===== src/rtl/wave_gen.sv =====
// wave_gen: tick-divided DDS waveform source, sine by default; square output compiled in with WAVE_GEN_SQUARE_EN.
// Latency: data_out_unsigned/data_valid follow sample_en by 2 clocks; one sample every FRE_DIV+1 clocks while busy.
// Backpressure: none, samples free-run at the tick rate; stop lets the current period finish before idling.
module wave_gen #(
  parameter int N       = 8,
  parameter int PHASE_W = 24,
  parameter int FRE_DIV = 2499
) (
  input  logic               clk,
  input  logic               rst_n,
  input  logic               start,
  input  logic               stop,
  input  logic [PHASE_W-1:0] freq_word,
  input  logic [7:0]         amplitude,
  input  logic [7:0]         dc_offset,
  input  logic               wave_sel,
  output logic               sample_en,
  output logic [N-1:0]       data_out_unsigned,
  output logic               data_valid,
  output logic               busy
);

  localparam int CNT_W = (FRE_DIV > 0) ? $clog2(FRE_DIV + 1) : 1;

  typedef enum logic [1:0] {
    S_IDLE     = 2'd0,
    S_RUN      = 2'd1,
    S_STOPPING = 2'd2
  } state_t;

  state_t              r_state;
  state_t              w_state_nxt;
  logic                w_load_start;
  logic                w_load_wrap;
  logic [CNT_W-1:0]    r_cnt;
  logic                w_tick;
  logic                w_wrap;
  logic [PHASE_W-1:0]  r_phase;
  logic [PHASE_W:0]    w_phase_sum;
  logic [PHASE_W-1:0]  r_fw;
  logic [7:0]          r_amp;
  logic [7:0]          r_dc;

  // sine lookup path
  logic [7:0]          w_idx;
  logic [6:0]          w_qk;
  logic [6:0]          w_mag;
  logic signed [7:0]   w_lut;

  // first pipeline stage: lookup result plus the parameters it belongs to
  logic                r_s1_vld;
  logic signed [7:0]   r_s1_sin;
  logic [7:0]          r_s1_amp;
  logic [7:0]          r_s1_dc;

  // second stage arithmetic
  logic signed [16:0]  w_amp_x;
  logic signed [16:0]  w_sin_x;
  logic signed [16:0]  w_prod;
  logic signed [16:0]  w_scaled;
  logic signed [16:0]  w_sin_val;
  logic signed [16:0]  w_val;
  logic [7:0]          w_sat;
  logic [7:0]          r_dout;
  logic                r_dv;

`ifdef WAVE_GEN_SQUARE_EN
  logic                r_sel;
  logic                r_s1_sq;
  logic                r_s1_msb;
  logic signed [16:0]  w_sq_val;
`else
  logic                w_unused_sel;
  assign w_unused_sel = wave_sel;
`endif

  // Quarter-wave table: round(127*sin(2*pi*k/256)) for k = 0..64.
  function automatic logic [6:0] f_quarter(input logic [6:0] k);
    logic [6:0] q;
    q = 7'd0;
    case (k)
      7'd0:  q = 7'd0;    7'd1:  q = 7'd3;    7'd2:  q = 7'd6;    7'd3:  q = 7'd9;
      7'd4:  q = 7'd12;   7'd5:  q = 7'd16;   7'd6:  q = 7'd19;   7'd7:  q = 7'd22;
      7'd8:  q = 7'd25;   7'd9:  q = 7'd28;   7'd10: q = 7'd31;   7'd11: q = 7'd34;
      7'd12: q = 7'd37;   7'd13: q = 7'd40;   7'd14: q = 7'd43;   7'd15: q = 7'd46;
      7'd16: q = 7'd49;   7'd17: q = 7'd51;   7'd18: q = 7'd54;   7'd19: q = 7'd57;
      7'd20: q = 7'd60;   7'd21: q = 7'd63;   7'd22: q = 7'd65;   7'd23: q = 7'd68;
      7'd24: q = 7'd71;   7'd25: q = 7'd73;   7'd26: q = 7'd76;   7'd27: q = 7'd78;
      7'd28: q = 7'd81;   7'd29: q = 7'd83;   7'd30: q = 7'd85;   7'd31: q = 7'd88;
      7'd32: q = 7'd90;   7'd33: q = 7'd92;   7'd34: q = 7'd94;   7'd35: q = 7'd96;
      7'd36: q = 7'd98;   7'd37: q = 7'd100;  7'd38: q = 7'd102;  7'd39: q = 7'd104;
      7'd40: q = 7'd106;  7'd41: q = 7'd107;  7'd42: q = 7'd109;  7'd43: q = 7'd111;
      7'd44: q = 7'd112;  7'd45: q = 7'd113;  7'd46: q = 7'd115;  7'd47: q = 7'd116;
      7'd48: q = 7'd117;  7'd49: q = 7'd118;  7'd50: q = 7'd120;  7'd51: q = 7'd121;
      7'd52: q = 7'd122;  7'd53: q = 7'd122;  7'd54: q = 7'd123;  7'd55: q = 7'd124;
      7'd56: q = 7'd125;  7'd57: q = 7'd125;  7'd58: q = 7'd126;  7'd59: q = 7'd126;
      7'd60: q = 7'd126;  7'd61: q = 7'd127;  7'd62: q = 7'd127;  7'd63: q = 7'd127;
      7'd64: q = 7'd127;
      default: q = 7'd0;
    endcase
    return q;
  endfunction

  // Sample tick and phase carry; the carry marks a period boundary.
  assign w_tick      = (r_state != S_IDLE) && (r_cnt == CNT_W'(FRE_DIV));
  assign w_phase_sum = {1'b0, r_phase} + {1'b0, r_fw};
  assign w_wrap      = w_tick & w_phase_sum[PHASE_W];

  assign sample_en         = w_tick;
  assign busy              = (r_state != S_IDLE);
  assign data_valid        = r_dv;
  assign data_out_unsigned = N'(r_dout);

  // State register.
  always_ff @(posedge clk or negedge rst_n) begin
    if (!rst_n) r_state <= S_IDLE;
    else        r_state <= w_state_nxt;
  end

  // Next-state logic and the two parameter-load strobes (start, period boundary in RUN).
  always_comb begin
    w_state_nxt  = r_state;
    w_load_start = 1'b0;
    w_load_wrap  = 1'b0;
    case (r_state)
      S_IDLE: begin
        if (start) begin
          w_state_nxt  = S_RUN;
          w_load_start = 1'b1;
        end
      end
      S_RUN: begin
        if (w_wrap) w_load_wrap = 1'b1;
        if (stop)   w_state_nxt = S_STOPPING;
      end
      S_STOPPING: begin
        if (w_wrap) w_state_nxt = S_IDLE;
      end
      default: w_state_nxt = S_IDLE;
    endcase
  end

  // Tick divider: counts 0..FRE_DIV while busy, restarts on start.
  always_ff @(posedge clk or negedge rst_n) begin
    if (!rst_n)                      r_cnt <= '0;
    else if (w_load_start || w_tick) r_cnt <= '0;
    else if (r_state != S_IDLE)      r_cnt <= r_cnt + 1'b1;
  end

  // Phase accumulator advances once per tick, after the lookup has used the old phase.
  always_ff @(posedge clk or negedge rst_n) begin
    if (!rst_n)            r_phase <= '0;
    else if (w_load_start) r_phase <= '0;
    else if (w_tick)       r_phase <= w_phase_sum[PHASE_W-1:0];
  end

  // Waveform parameters change only on start or at a period boundary.
  always_ff @(posedge clk or negedge rst_n) begin
    if (!rst_n) begin
      r_fw  <= '0;
      r_amp <= '0;
      r_dc  <= '0;
`ifdef WAVE_GEN_SQUARE_EN
      r_sel <= 1'b0;
`endif
    end else if (w_load_start || w_load_wrap) begin
      r_fw  <= freq_word;
      r_amp <= amplitude;
      r_dc  <= dc_offset;
`ifdef WAVE_GEN_SQUARE_EN
      r_sel <= wave_sel;
`endif
    end
  end

  // Mirror the quarter table into a full signed period (-127..127).
  assign w_idx = r_phase[PHASE_W-1 -: 8];
  assign w_qk  = w_idx[6] ? (7'd0 - w_idx[6:0]) : w_idx[6:0];
  assign w_mag = f_quarter(w_qk);
  assign w_lut = w_idx[7] ? -$signed({1'b0, w_mag}) : $signed({1'b0, w_mag});

  // Stage 1: capture lookup and the parameters of the same sample, so a reload at the wrap cannot leak into it.
  always_ff @(posedge clk or negedge rst_n) begin
    if (!rst_n) begin
      r_s1_vld <= 1'b0;
      r_s1_sin <= '0;
      r_s1_amp <= '0;
      r_s1_dc  <= '0;
`ifdef WAVE_GEN_SQUARE_EN
      r_s1_sq  <= 1'b0;
      r_s1_msb <= 1'b0;
`endif
    end else begin
      r_s1_vld <= w_tick;
      if (w_tick) begin
        r_s1_sin <= w_lut;
        r_s1_amp <= r_amp;
        r_s1_dc  <= r_dc;
`ifdef WAVE_GEN_SQUARE_EN
        r_s1_sq  <= r_sel;
        r_s1_msb <= r_phase[PHASE_W-1];
`endif
      end
    end
  end

  // Scale by amplitude/128 (arithmetic shift floors negatives) and add the DC level.
  assign w_amp_x   = {9'd0, r_s1_amp};
  assign w_sin_x   = {{9{r_s1_sin[7]}}, r_s1_sin};
  assign w_prod    = w_amp_x * w_sin_x;
  assign w_scaled  = w_prod >>> 7;
  assign w_sin_val = $signed({9'd0, r_s1_dc}) + w_scaled;

`ifdef WAVE_GEN_SQUARE_EN
  assign w_sq_val = r_s1_msb ? ($signed({9'd0, r_s1_dc}) - $signed({9'd0, r_s1_amp}))
                             : ($signed({9'd0, r_s1_dc}) + $signed({9'd0, r_s1_amp}));
  assign w_val    = r_s1_sq ? w_sq_val : w_sin_val;
`else
  assign w_val    = w_sin_val;
`endif

  // Clamp to the unsigned 8-bit output range.
  always_comb begin
    w_sat = w_val[7:0];
    if (w_val < 17'sd0)        w_sat = 8'd0;
    else if (w_val > 17'sd255) w_sat = 8'hFF;
  end

  // Stage 2: register the sample; once idle and flushed, park the output on the DC level.
  always_ff @(posedge clk or negedge rst_n) begin
    if (!rst_n) begin
      r_dv   <= 1'b0;
      r_dout <= '0;
    end else begin
      r_dv <= r_s1_vld;
      if (r_s1_vld)               r_dout <= w_sat;
      else if (r_state == S_IDLE) r_dout <= r_dc;
    end
  end

endmodule


===== config.mk =====
export PLATFORM = sky130hd
export DESIGN_NAME = wave_gen
export DESIGN_NICKNAME = d
export VERILOG_FILES = /design/src/rtl/wave_gen.sv
export SDC_FILE = /design/constraint.sdc
export NUM_CORES = 1
export LEC_CHECK = 0
export CAP_MARGIN = 15
export CORE_AREA = 2 2 108 151
export CTS_CLUSTER_DIAMETER = 30
export CTS_CLUSTER_SIZE = 12
export DETAILED_ROUTE_END_ITERATION = 12
export DIE_AREA = 0 0 110 153
export GPL_ROUTABILITY_DRIVEN = 0
export PLACE_DENSITY = 0.82
export RECOVER_POWER = 100
export SLEW_MARGIN = 30
export SYNTH_ARGS = -nofsm -noshare
export SYNTH_HDL_FRONTEND = slang
export SYNTH_SLANG_ARGS = --single-unit
export TNS_END_PERCENT = 20

===== constraint.sdc =====
create_clock -name clk -period 7.1 [get_ports clk]
set_clock_uncertainty 0.05 [all_clocks]
set_input_delay 1.775 -clock clk [delete_from_list [all_inputs] [get_ports clk]]
set_output_delay 1.775 -clock clk [all_outputs]
set_load 0.05 [all_outputs]

==> run summary <==
The flow ran to the end, but the final reports show violations. The final reports fail on capacitance limit, slew limit. Setup violations remaining at the end of the flow were counted as 0. The post-CTS setup repair buffer count is 0.

The number of pins exceeding their max-slew limit in the final report is 190. Prior to clock tree synthesis, the placed netlist has a worst setup slack of 0.6080 ns. The first global-routing pass estimated 34.37 mm of wire. The logs give 7.29 ns for the required time at the worst-slack endpoint and 30.83% for the sequential-to-total area share from yosys stat. Number of endpoints with negative hold slack in the final report: 0. Relative to the synthesized area, the layout overhead comes to 10.19%.

The synthesized design contains 0 enable-type register cells. Post-synthesis area per instance: 9.191 um^2. The cell taking the most area after synthesis was dfrtp_1. The logs give 9090 um^2 for the area of the mapped netlist and 0 for the total number of yosys warnings.

Buffers placed on the I/O ports in this run total 54. Entering global routing, the biggest net connects 74 pins. The run gives 0.0002597 V as the worst ir drop on vdd.

Setup repair after global routing left no endpoint under its margin. STA classifies the critical path endpoint as a register. The H-tree depth is 3. The distinct cell type count of the synthesized netlist was 75; the diode insertion count for antenna repair was 0.

Derived from the worst setup path, the maximum achievable clock frequency is 151.6 MHz. Once detail routing completed, the nets flagged for antenna violations numbered 0. The time the final worst path needs with I/O delays and setup was 6.598 ns.

The via density per instance works out to 6.011. In this run the static leakage power is 0.004911 uW. The die covers 16830 um^2. The logs give 989 for the number of standard cells after synthesis and 0.50 ns for the setup slack of the worst register-to-register path. TritonCTS buffer count: 9. CTS placed an instance of clkbuf_16 at the clock tree root. The power density of the placed cells is 216.1 nW/um^2, and the final cycle utilization of the critical path is 92.92%. The via count of the first global-routing pass was 7454; the net count of the finished layout was 1177. The initial detailed-routing violation count is 440. Worst hold-check path type: reg -> reg. The capture point of the worst path was data_out_unsigned[2]. The die is 110 um wide. The total overflow left after global routing is 0. Of all nets on the critical path, the largest fanout is 8. Cells fill 64.73% of the core in the end.

The run gives 7321 as the via count. Clock-pin slew was measured on the worst setup and hold paths at 0.07 ns. The area occupied by registers was 2803 um^2. The worst setup path is launched from a register. The worst register-to-register path begins at r_s1_sin[7]. The total negative setup slack was 0 ns.

For the pin with the worst max-slew slack, the measured transition is 2.251 ns. The cell with the most instances after synthesis is nand2_1. Ranked by total cell area, the synthesized netlist is headed by dfrtp_1 (31%), ha_1 (11%), fa_1 (8.1%), nand2_1 (5.4%), mux2_1 (5.0%).

Summing all multi-input logic gate instances after layout gives 5877 um^2. The tools report the count of maximum capacitance violations as 5. The worst relative slew slack is -50.03%. The most critical setup path has its startpoint at r_s1_sin[7].

The tools report the area inside the core boundary as 15470 um^2. TritonCTS built the clock tree. After detailed routing, the number of remaining DRC violations is 0.

The count of standard-cell rows is 54. In this run, post-CTS hold repair placed 0 buffers. The worst hold path begins at r_amp[2]. Summed over all layers, the routed wires come to 19.95 mm. The leading register cell type out of synthesis is dfrtp_1. After filler insertion, the fill cell instance count of the layout stands at 1260.

The logs give 1148 for the synthesized netlist net count and 56 for the boundary pin count. The aggregate global-route resource usage came out at 25.46%. The post-synthesis async set-or-reset flop share is 100.0%.

The critical path in this run is classified as reg -> reg. The initial antenna violation count is 0. The endpoint identified for the worst register-to-register timing path is data_out_unsigned[2]. The depth of the most critical reg-to-reg path works out to 24.

The number of cells upsized or downsized after cts is 0. For the number of non-filler instances in the completed layout, the log shows 1218. By count the netlist is led by nand2_1 (131), dfrtp_1 (112), ha_1 (77), inv_1 (57). The post-layout worst setup margin is 0.5024 ns, and the minimum hold slack is 0.4149 ns. The synthesized design contains 112 register bits.

At the later pin of the worst-skew pair, clock insertion delay measures 0.36 ns. Die span in y: 153 um. The post-detailed-placement half-perimeter wirelength is 14.65 mm, and the share of Yosys cell area claimed by the top area cell type is 30.83%. For this run, the detailed router's first-pass iteration total came to 5. The sink count of the clock tree came out at 112.

In the final routed layout, each cell accounts on average for 16.38 um. The buffer levels on the longest clock path is 2. The number of placed instances, taps included, is 1203. Once the floorplan was initialized, standard cells occupied 58.75% of the core. Of the cells placed in the final design, the portion with a size suffix greater than 1 is 3.425%. Data arrives at the worst endpoint at 6.79 ns.
[cell type report]
type / count / area share, %
clock buffers: 10 / 2.386
clock inverters: 5 / 0.5621
inverters: 58 / 2.174
multi-input cells: 775 / 58.68
flip-flops and latches: 112 / 27.98
well taps: 196 / 2.448
repair buffers: 62 / 5.771
[power breakdown]
part / internal, uW / total, uW / leakage [uW] / switching (uW)
registers: 795 / 901 / 0.00145 / 106
clock network: 281 / 517 / 0.000145 / 235
logic: 305 / 747 / 0.00332 / 441
[critical path, stage by stage, from the launching register on]
cell and delay (ns):
dfrtp_1 0.44, clkinv_1 0.31, nor2_1 0.26, fa_1 0.44
fa_1 0.52, fa_1 0.58, inv_1 0.06, fa_1 0.53
inv_1 0.05, ha_1 0.35, a21o_1 0.19, a21o_1 0.18
and2_1 0.19, or3_1 0.38, a21oi_1 0.19, xnor2_1 0.17
ha_1 0.32, a21o_1 0.18, a31o_2 0.23, and3_1 0.16
a21oi_1 0.14, nor3_1 0.06, a31oi_1 0.15, clkbuf_2 0.24
a31oi_1 0.11
[kinds of logic (layout without fill, tap and decap cells)]
group	count (synthesis)	after routing	synth area share (%)
AOI/OAI and AO/OA	243	243	18.24
xor gates and xnor gates	50	50	4.818
adders and majority gates	114	114	18.75
buffers and inverters	102	135	4.460
DFF	112	112	30.83
muxes	45	45	5.533
and+or+nand+nor	323	323	17.37
[how the worst min path moves through the flow]
stage                  end  slack, ns  cells past startpoint
2_1_floorplan   data_valid       0.33                      0
3_3_place_gp   r_s1_amp[0]       0.40                      2
3_5_place_dp   r_s1_amp[2]       0.41                      2
4_1_cts        r_s1_amp[2]       0.42                      2
5_1_grt        r_s1_amp[0]       0.44                      2
6_report       r_s1_amp[2]       0.41                      2
[metal layers]
metal / vias to the layer above / wire length (um) / track usage [%]
met5: - / 0 / 0
met4: 0 / 347 / 9.222
met3: 29 / 570 / 2.559
met2: 152 / 10700 / 45.31
met1: 3599 / 8331 / 31.27
li1: 3541 / - / -
[stage by stage]
| step | area (um^2) | total power (uW) |
|---|---|---|
| 2_1_floorplan | 9090 | 1445 |
| 3_3_place_gp | 9757 | 1644 |
| 3_5_place_dp | 9761 | 1678 |
| 4_1_cts | 10060 | 2195 |
| 5_1_grt | 10020 | 2294 |
| 6_report | 10020 | 2164 |
[sequential cells by signal (all words and copies together) (netlist names)]
signal             flops
r_state                2
data_out_unsigned      8
r_s1_sin               8
r_dc                   8
r_phase               24
r_s1_vld               1
data_valid             1
r_s1_dc                8
r_fw                  24
r_s1_amp               8
r_cnt                 12
r_amp                  8
[layout by cell type, fill, tap and decap left out, types with 12 or more instances in the layout]
cell	n
ha_1	77
xor2_1	21
o21bai_1	17
xnor2_1	28
dfrtp_1	112
nand3_1	14
a21oi_1	53
dlygate4sd3_1	12
a21o_1	27
inv_1	57
nor2_1	52
mux2_1	40
fa_1	37
nand2_1	131
o21ai_0	51
nand2b_1	12
clkdlybuf4s50_1	41
and2_1	43
(Power assumes the default switching activity.)
